--- src/rtl/mac_sequencer_pkg.sv ---
// mac_sequencer_pkg
//   Shared definitions for the matrix-MAC sequencer slice: FSM state
//   encodings, the largest supported matrix dimension and the shift-add
//   helper used to form row offsets (x * N) without a multiplier.
//   No ports.
package mac_sequencer_pkg;

  // Largest supported N, and the width of the i/j/k counters it implies.
  localparam int MAX_DIM = 4;
  localparam int CNT_W   = $clog2(MAX_DIM);

  typedef enum logic [2:0] {
    ST_IDLE  = 3'd0,
    ST_MAC   = 3'd1,
    ST_DRAIN = 3'd2,
    ST_WRITE = 3'd3,
    ST_DONE  = 3'd4
  } state_t;

  // x * n for x in 0..3 and n in 1..4, built from the set bits of n.
  // The largest product is 12, so four bits are enough.
  function automatic logic [3:0] mul_by_n(input logic [1:0] x, input logic [2:0] n);
    logic [3:0] acc;
    acc = 4'd0;
    if (n[0]) acc = acc + {2'b00, x};
    if (n[1]) acc = acc + {1'b0, x, 1'b0};
    if (n[2]) acc = acc + {x, 2'b00};
    return acc;
  endfunction

endpackage

--- src/rtl/mac_sequencer_if.sv ---
// mac_sequencer_if
//   Bundles the decode-side request and the sequencer's memory/MAC/pipeline
//   controls into one interface.
//   Request  : start, dim, a_base, b_base, c_base
//   Controls : rd_en, a_addr, b_addr, mac_clr, mac_en, wr_en, c_addr
//   Status   : stall, busy, done (and cycle_cnt when MAC_SEQ_PERF_CNT_EN
//              is defined)
//   Modports : slave  = the sequencer itself
//              master = whoever issues requests and consumes controls
interface mac_sequencer_if #(parameter int ADDR_W = 8);

  logic              start;
  logic [1:0]        dim;
  logic [ADDR_W-1:0] a_base;
  logic [ADDR_W-1:0] b_base;
  logic [ADDR_W-1:0] c_base;
  logic              rd_en;
  logic [ADDR_W-1:0] a_addr;
  logic [ADDR_W-1:0] b_addr;
  logic              mac_clr;
  logic              mac_en;
  logic              wr_en;
  logic [ADDR_W-1:0] c_addr;
  logic              stall;
  logic              busy;
  logic              done;
`ifdef MAC_SEQ_PERF_CNT_EN
  logic [15:0]       cycle_cnt;
`endif

  modport slave (
    input  start, dim, a_base, b_base, c_base,
    output rd_en, a_addr, b_addr, mac_clr, mac_en, wr_en, c_addr,
    output stall, busy, done
`ifdef MAC_SEQ_PERF_CNT_EN
    , output cycle_cnt
`endif
  );

  modport master (
    output start, dim, a_base, b_base, c_base,
    input  rd_en, a_addr, b_addr, mac_clr, mac_en, wr_en, c_addr,
    input  stall, busy, done
`ifdef MAC_SEQ_PERF_CNT_EN
    , input cycle_cnt
`endif
  );

endinterface

--- src/rtl/mac_seq_addr_gen.sv ---
// mac_seq_addr_gen
//   Combinational operand/result address generation for C = A x B with
//   row-major NxN matrices. Sums wrap modulo 2^ADDR_W.
//   Inputs : a_base, b_base, c_base (latched bases), n (N, 1..4), i, j, k
//   Outputs: a_addr = a_base + i*N + k
//            b_addr = b_base + k*N + j
//            c_addr = c_base + i*N + j
module mac_seq_addr_gen
  import mac_sequencer_pkg::*;
#(
  parameter int ADDR_W = 8
) (
  input  logic [ADDR_W-1:0] a_base,
  input  logic [ADDR_W-1:0] b_base,
  input  logic [ADDR_W-1:0] c_base,
  input  logic [2:0]        n,
  input  logic [1:0]        i,
  input  logic [1:0]        j,
  input  logic [1:0]        k,
  output logic [ADDR_W-1:0] a_addr,
  output logic [ADDR_W-1:0] b_addr,
  output logic [ADDR_W-1:0] c_addr
);

  logic [ADDR_W-1:0] i_row;
  logic [ADDR_W-1:0] k_row;

  // The row offsets i*N and k*N are shared between the A, B and C
  // addresses. Each one is widened to the address width before the sum so
  // that the carry out of the top bit is simply dropped.
  always_comb begin
    i_row  = ADDR_W'(mul_by_n(i, n));
    k_row  = ADDR_W'(mul_by_n(k, n));
    a_addr = a_base + i_row + ADDR_W'(k);
    b_addr = b_base + k_row + ADDR_W'(j);
    c_addr = c_base + i_row + ADDR_W'(j);
  end

endmodule

--- src/rtl/mac_sequencer.sv ---
// mac_sequencer
//   Multi-cycle controller for the matrix-MAC extension. For each element
//   C[i][j], it issues N operand reads, waits one cycle for the last operand
//   pair, and then writes the accumulator back. The core pipeline is
//   stalled while the operation is busy.
//   Ports: clk, rst (synchronous, active high), bus (mac_sequencer_if.slave)
//   Optional: MAC_SEQ_PERF_CNT_EN adds bus.cycle_cnt, the busy-cycle count
//             of the most recent operation.
module mac_sequencer
  import mac_sequencer_pkg::*;
#(
  parameter int ADDR_W = 8
) (
  input  logic           clk,
  input  logic           rst,
  mac_sequencer_if.slave bus
);

  state_t            state;
  logic [CNT_W-1:0]  i_cnt;
  logic [CNT_W-1:0]  j_cnt;
  logic [CNT_W-1:0]  k_cnt;
  logic [1:0]        dim_q;
  logic [ADDR_W-1:0] a_base_q;
  logic [ADDR_W-1:0] b_base_q;
  logic [ADDR_W-1:0] c_base_q;
  logic              rd_en_q;
  logic              mac_clr_q;
  logic              mac_en_q;
  logic              wr_en_q;
  logic              busy_q;
  logic              done_q;
  logic [2:0]        n_val;
  logic [ADDR_W-1:0] a_raw;
  logic [ADDR_W-1:0] b_raw;
  logic [ADDR_W-1:0] c_raw;

  assign n_val = {1'b0, dim_q} + 3'd1;

  mac_seq_addr_gen #(.ADDR_W(ADDR_W)) u_addr_gen (
    .a_base (a_base_q),
    .b_base (b_base_q),
    .c_base (c_base_q),
    .n      (n_val),
    .i      (i_cnt),
    .j      (j_cnt),
    .k      (k_cnt),
    .a_addr (a_raw),
    .b_addr (b_raw),
    .c_addr (c_raw)
  );

  // Sequencer FSM. Each control output is computed together with the state
  // it belongs to, so outputs change in the same cycle as the state. The
  // request is latched on acceptance, and later changes on the request
  // lines are ignored until the next start in IDLE. mac_en trails rd_en by
  // the one-cycle read latency. An element takes N MAC cycles, one DRAIN
  // cycle and one WRITE cycle.
  always_ff @(posedge clk) begin
    if (rst) begin
      state     <= ST_IDLE;
      i_cnt     <= '0;
      j_cnt     <= '0;
      k_cnt     <= '0;
      dim_q     <= '0;
      a_base_q  <= '0;
      b_base_q  <= '0;
      c_base_q  <= '0;
      rd_en_q   <= 1'b0;
      mac_clr_q <= 1'b0;
      mac_en_q  <= 1'b0;
      wr_en_q   <= 1'b0;
      busy_q    <= 1'b0;
      done_q    <= 1'b0;
    end else begin
      mac_en_q <= rd_en_q;
      wr_en_q  <= 1'b0;
      done_q   <= 1'b0;
      case (state)
        ST_IDLE: begin
          if (bus.start) begin
            dim_q     <= bus.dim;
            a_base_q  <= bus.a_base;
            b_base_q  <= bus.b_base;
            c_base_q  <= bus.c_base;
            i_cnt     <= '0;
            j_cnt     <= '0;
            k_cnt     <= '0;
            rd_en_q   <= 1'b1;
            mac_clr_q <= 1'b1;
            busy_q    <= 1'b1;
            state     <= ST_MAC;
          end
        end
        ST_MAC: begin
          mac_clr_q <= 1'b0;
          if (k_cnt == dim_q) begin
            rd_en_q <= 1'b0;
            state   <= ST_DRAIN;
          end else begin
            k_cnt <= k_cnt + 1'b1;
          end
        end
        ST_DRAIN: begin
          wr_en_q <= 1'b1;
          state   <= ST_WRITE;
        end
        ST_WRITE: begin
          if ((j_cnt == dim_q) && (i_cnt == dim_q)) begin
            busy_q <= 1'b0;
            done_q <= 1'b1;
            state  <= ST_DONE;
          end else begin
            if (j_cnt == dim_q) begin
              j_cnt <= '0;
              i_cnt <= i_cnt + 1'b1;
            end else begin
              j_cnt <= j_cnt + 1'b1;
            end
            k_cnt     <= '0;
            rd_en_q   <= 1'b1;
            mac_clr_q <= 1'b1;
            state     <= ST_MAC;
          end
        end
        ST_DONE: begin
          state <= ST_IDLE;
        end
        default: begin
          rd_en_q   <= 1'b0;
          mac_clr_q <= 1'b0;
          busy_q    <= 1'b0;
          state     <= ST_IDLE;
        end
      endcase
    end
  end

`ifdef MAC_SEQ_PERF_CNT_EN
  logic [15:0] cycle_cnt_q;

  // Busy-cycle counter. It restarts from zero on an accepted start and
  // counts every cycle in which busy is high. Because nothing else changes
  // it, it holds the count from the last operation until the next start.
  always_ff @(posedge clk) begin
    if (rst) begin
      cycle_cnt_q <= '0;
    end else if ((state == ST_IDLE) && bus.start) begin
      cycle_cnt_q <= '0;
    end else if (busy_q) begin
      cycle_cnt_q <= cycle_cnt_q + 16'd1;
    end
  end

  assign bus.cycle_cnt = cycle_cnt_q;
`endif

  // Addresses are only meaningful while busy. Forcing them to zero
  // otherwise keeps the memory ports quiet in IDLE and DONE.
  assign bus.a_addr  = busy_q ? a_raw : '0;
  assign bus.b_addr  = busy_q ? b_raw : '0;
  assign bus.c_addr  = busy_q ? c_raw : '0;
  assign bus.rd_en   = rd_en_q;
  assign bus.mac_clr = mac_clr_q;
  assign bus.mac_en  = mac_en_q;
  assign bus.wr_en   = wr_en_q;
  assign bus.busy    = busy_q;
  assign bus.stall   = busy_q;
  assign bus.done    = done_q;

endmodule

--- src/flat_wrapper.sv ---
// flat-port wrapper written by rule: the top's interface ports become plain ports
module mac_sequencer_flat import mac_sequencer_pkg::*;
#(
  parameter int ADDR_W = 8
)
  (clk, rst, bus_start, bus_dim, bus_a_base, bus_b_base, bus_c_base, bus_rd_en, bus_a_addr, bus_b_addr, bus_mac_clr, bus_mac_en, bus_wr_en, bus_c_addr, bus_stall, bus_busy, bus_done);
  mac_sequencer_if #(.ADDR_W(ADDR_W)) bus_i ();
  input  logic clk;
  input  logic rst;
  input wire logic [$bits(bus_i.start)-1:0] bus_start;
  input wire logic [$bits(bus_i.dim)-1:0] bus_dim;
  input wire logic [$bits(bus_i.a_base)-1:0] bus_a_base;
  input wire logic [$bits(bus_i.b_base)-1:0] bus_b_base;
  input wire logic [$bits(bus_i.c_base)-1:0] bus_c_base;
  output wire logic [$bits(bus_i.rd_en)-1:0] bus_rd_en;
  output wire logic [$bits(bus_i.a_addr)-1:0] bus_a_addr;
  output wire logic [$bits(bus_i.b_addr)-1:0] bus_b_addr;
  output wire logic [$bits(bus_i.mac_clr)-1:0] bus_mac_clr;
  output wire logic [$bits(bus_i.mac_en)-1:0] bus_mac_en;
  output wire logic [$bits(bus_i.wr_en)-1:0] bus_wr_en;
  output wire logic [$bits(bus_i.c_addr)-1:0] bus_c_addr;
  output wire logic [$bits(bus_i.stall)-1:0] bus_stall;
  output wire logic [$bits(bus_i.busy)-1:0] bus_busy;
  output wire logic [$bits(bus_i.done)-1:0] bus_done;
  assign bus_i.start = bus_start;
  assign bus_i.dim = bus_dim;
  assign bus_i.a_base = bus_a_base;
  assign bus_i.b_base = bus_b_base;
  assign bus_i.c_base = bus_c_base;
  assign bus_rd_en = bus_i.rd_en;
  assign bus_a_addr = bus_i.a_addr;
  assign bus_b_addr = bus_i.b_addr;
  assign bus_mac_clr = bus_i.mac_clr;
  assign bus_mac_en = bus_i.mac_en;
  assign bus_wr_en = bus_i.wr_en;
  assign bus_c_addr = bus_i.c_addr;
  assign bus_stall = bus_i.stall;
  assign bus_busy = bus_i.busy;
  assign bus_done = bus_i.done;
  mac_sequencer #(.ADDR_W(ADDR_W)) u_core (.clk(clk), .rst(rst), .bus(bus_i));
endmodule
--- config.mk ---
export PLATFORM = sky130hd
export DESIGN_NAME = mac_sequencer_flat
export DESIGN_NICKNAME = d
export VERILOG_FILES = /design/src/rtl/mac_sequencer_pkg.sv /design/src/rtl/mac_sequencer_if.sv /design/src/rtl/mac_seq_addr_gen.sv /design/src/rtl/mac_sequencer.sv /design/src/flat_wrapper.sv
export SDC_FILE = /design/constraint.sdc
export NUM_CORES = 1
export LEC_CHECK = 0
export BUFFER_PORTS_ARGS = -buffer_cell sky130_fd_sc_hd__buf_2
export CAP_MARGIN = 20
export CORE_MARGIN = 8
export CORE_UTILIZATION = 50
export DETAILED_ROUTE_END_ITERATION = 7
export GPL_TIMING_DRIVEN = 0
export PLACE_DENSITY_LB_ADDON = 0.15
export SKIP_CTS_REPAIR_TIMING = 1
export SLEW_MARGIN = 20
export SYNTH_ARGS = -nofsm -noshare
export SYNTH_HDL_FRONTEND = slang
export SYNTH_SLANG_ARGS = --single-unit
--- constraint.sdc ---
create_clock -name clk -period 5.1 [get_ports clk]
set_input_delay 1.02 -clock clk [delete_from_list [all_inputs] [get_ports clk]]
set_output_delay 1.02 -clock clk [all_outputs]
set_load 0.03 [all_outputs]
==> flow_summary.json <==
{
  "outcome": "completed",
  "place_area_mm2": 0.00326,
  "cp.arrival_ns": 3.87,
  "worst_pin_slew_ns": 0.656,
  "dr.pass1.iters": 4,
  "worstHoldEndpoint": "u_core.b_base_q[1]",
  "crit_top_cell": "ha_1",
  "yosysTopAreaCell": "dfxtp_1",
  "synth.top_cell.area_share_pct": 28.5,
  "p_total_w": 0.000991,
  "tritoncts": "yes",
  "yosysSeqAreaShare_pct": 28.5,
  "rows": 27,
  "finalInstanceArea_mm2": 0.00340,
  "dp_hpwl_um": 5360,
  "synth_cell_types": 53,
  "maxCapViolCount": 0,
  "diodes": 0,
  "cts_sinks": 41,
  "antenna_found_initial": 0,
  "io_buffers": 59,
  "cts_made_buffers": 5,
  "rr_startpoint": "u_core.dim_q[0]",
  "fin_worst_skew_ns": 0.00982,
  "nets": 473,
  "pwr_density_cell_mw_per_mm2": 292,
  "synthFlopType": "dfxtp_1",
  "grt_pass1_vias": 2563,
  "via_per_inst": 5.19,
  "ctsHtreeMaxLevel": 2,
  "final.setup.tns_ns": 0,
  "wl_per_cell_um": 14.5,
  "maxSlewViolCount": 0,
  "period_needed_ns": 4.89,
  "core_area_mm2": 0.00554,
  "worstPathRequired_ns": 4.08,
  "drc": 0,
  "crit_path_top_delay_cell": "fa_1",
  "antenna_left": 0,
  "grt_util_all_layers_pct": 16.3,
  "start_util_pct": 51.9,
  "combPwrFrac_pct": 33.3,
  "hold_class": "reg -> reg",
  "gr-total-overflow": 0,
  "finalHoldViolations": 0,
  "swShare_pct": 35.4,
  "yosys-top-cells-area": "dfxtp_1 (29%), ha_1 (12%), nand2_1 (8.5%)",
  "drt_iter0_drc": 100,
  "clockBufferDepth": 2,
  "fin_crit_sh_pct": 95.8,
  "yosysWarningCount": 0,
  "whs_ns": 0.462,
  "p_sw_w": 0.000351,
  "clk-insertion-delay-late_ns": 0.29,
  "setup_viol": 0,
  "place_ws_ns": 0.340,
  "max_slew_margin_pct": 56.1,
  "root_buffer": "clkbuf_8",
  "p_int_w": 0.000640,
  "area_growth_syn_to_layout_pct": 18.1,
  "reg2reg_to": "u_core.i_cnt[0]",
  "clk_pin_slew_ns": 0.08,
  "irDropWorstVdd_mv": 0.143,
  "via_count": 2495,
  "dieArea_mm2": 0.00844,
  "seqPwrFrac_pct": 39.0,
  "max_freq_ghz": 0.205,
  "gp_congestion": 0.809,
  "path_class": "reg -> out",
  "path_cells": "buf_2 > and2b_2 > ha_1 > ha_1 > and2_1 > ha_1 > mux2_2 > ha_1 > fa_1 > a21o_1 > a21oi_2 > o21ai_0 > a21oi_1 > buf_2",
  "setup_slack_ns": 0.212,
  "die_height_um": 91.9,
  "ioPinCount": 60,
  "power_frac_clock_pct": 27.7,
  "power.leakage_nw": 1.66,
  "synth_edf_count": 0,
  "cp_max_fo": 9,
  "wirelength_um": 6950,
  "postSynthCellCount": 342,
  "fp.dieW_um": 91.9,
  "syn_area_per_cell_um2": 8.41,
  "grt_first_pass_wirelength_um": 11500,
  "hold_depth": 2,
  "grt_max_degree": 13,
  "layout-drive-gt1-share_pct": 23.0,
  "synth-seq-cells": 41,
  "startpoint_type": "flop",
  "cp-end-kind": "output port",
  "syn_area_mm2": 0.00288,
  "min_from": "u_core.b_base_q[1]",
  "synth_fp_nets": 407,
  "reg2regPathDepth": 6,
  "synthArstFlopShare_pct": 0,
  "rsz0062_at_grt": "false",
  "reg2reg_slack_ns": 3.27,
  "cpPeakStageDelay_ns": 0.48
}
-- sequential cells by signal, indices dropped and copies added (netlist names) --
signal and cells:
u_core.j_cnt 2, u_core.bus.wr_en 1, u_core.bus.mac_clr 1, u_core.b_base_q 8, u_core.bus.rd_en 1, u_core.i_cnt 2, u_core.bus.busy 1, u_core.a_base_q 8
u_core.dim_q 2, u_core.k_cnt 2, u_core.bus.mac_en 1, u_core.bus.done 1, u_core.state 3, u_core.c_base_q 8
-- cell usage in the layout (no fill, tap or decap), types with 4 or more instances in the layout --
cell,n
ha_1,27
a21o_1,8
dfxtp_1,39
o21ai_0,12
buf_2,62
and2_1,12
nor2_1,15
nand2b_1,4
buf_6,5
fa_1,9
xor2_1,9
xnor2_1,5
a21oi_1,41
clkbuf_8,6
inv_1,18
clkbuf_1,7
a211oi_1,5
nand2_1,65
or3_1,7
-- kinds of logic after synthesis --
kind of cell,after synthesis,share of synthesized area [%]
adder cells (fa/ha/maj),36,18.0
AO/OA/AOI/OAI,90,19.8
flip-flops,41,28.5
multiplexers,5,1.83
buffers and inverters,35,6.39
AND/OR/NAND/NOR,119,19.9
XOR/XNOR,16,5.52
-- power by group through the flow --
stage | Combinational, W | Clock, W | Sequential [W]
finish | 0.000330 | 0.000275 | 0.000386
global route | 0.000366 | 0.000292 | 0.000392
CTS | 0.000334 | 0.000279 | 0.000386
detailed placement | 0.000332 | 0 | 0.000394
global placement | 0.000326 | 0 | 0.000392
floorplan | 0.000232 | 0 | 0.000401
-- per-layer routing --
layer | vias to the layer above | routed length (um) | GRT usage [%]
li1 | 1301 | - | -
met1 | 1140 | 3120 | 18.8
met2 | 46 | 3380 | 28.7
met3 | 8 | 373 | 4.48
met4 | 0 | 74 | 5.10
met5 | - | 0 | 0
-- cells in the mapped netlist (all sizes together) (3+ instances only) --
cell    number
nand2       65
a21oi       44
dfxtp       41
ha          27
inv         18
nor2        15
o21ai       14
and2        12
buf         11
xor2        10
fa           9
a21o         8
or3          7
a211oi       6
clkbuf       6
xnor2        6
nand2b       4
mux2i        3
nor3         3
-- through the flow --
stage               util [%]  std cells
floorplan                  -        342
global placement        58.9        473
detailed placement      58.9        473
global route            61.3        481
CTS                     61.0        481
finish                  61.3        481
-- area by class of cell --
cell class                      count  area [um^2]
Multi-Input combinational cell    266         1890
Buffer                             17          116
Timing Repair Buffer               59          295
Inverter                           18         67.6
Sequential cell                    41          823
Clock inverter                      1         30.0
Tap cell                           72         90.1
Clock buffer                        7         86.3
Fill cell                         525         2140
-- worst max path at each step --
stage / startpoint / to / slack (ns)
2_1_floorplan: u_core.dim_q[0] / bus_a_addr[7] / 0.46
3_3_place_gp: u_core.dim_q[0] / bus_c_addr[7] / 0.43
3_5_place_dp: u_core.dim_q[0] / bus_c_addr[7] / 0.34
4_1_cts: u_core.dim_q[0] / bus_c_addr[7] / 0.002
5_1_grt: u_core.i_cnt[1] / bus_a_addr[6] / 0.04
6_report: u_core.i_cnt[1] / bus_a_addr[7] / 0.21
-- worst max-delay path: cells and delay by family, from the launching register on --
| family | cells | cell delay (ns) |
|---|---|---|
| AO/OA/AOI/OAI | 4 | 0.65 |
| adder cells (fa/ha/maj) | 5 | 1.54 |
| buffers and inverters | 2 | 0.40 |
| flip-flops | 1 | 0.32 |
| multiplexers | 1 | 0.30 |
| AND/OR/NAND/NOR | 2 | 0.39 |
No activity file was read; power rests on OpenSTA's default activity.
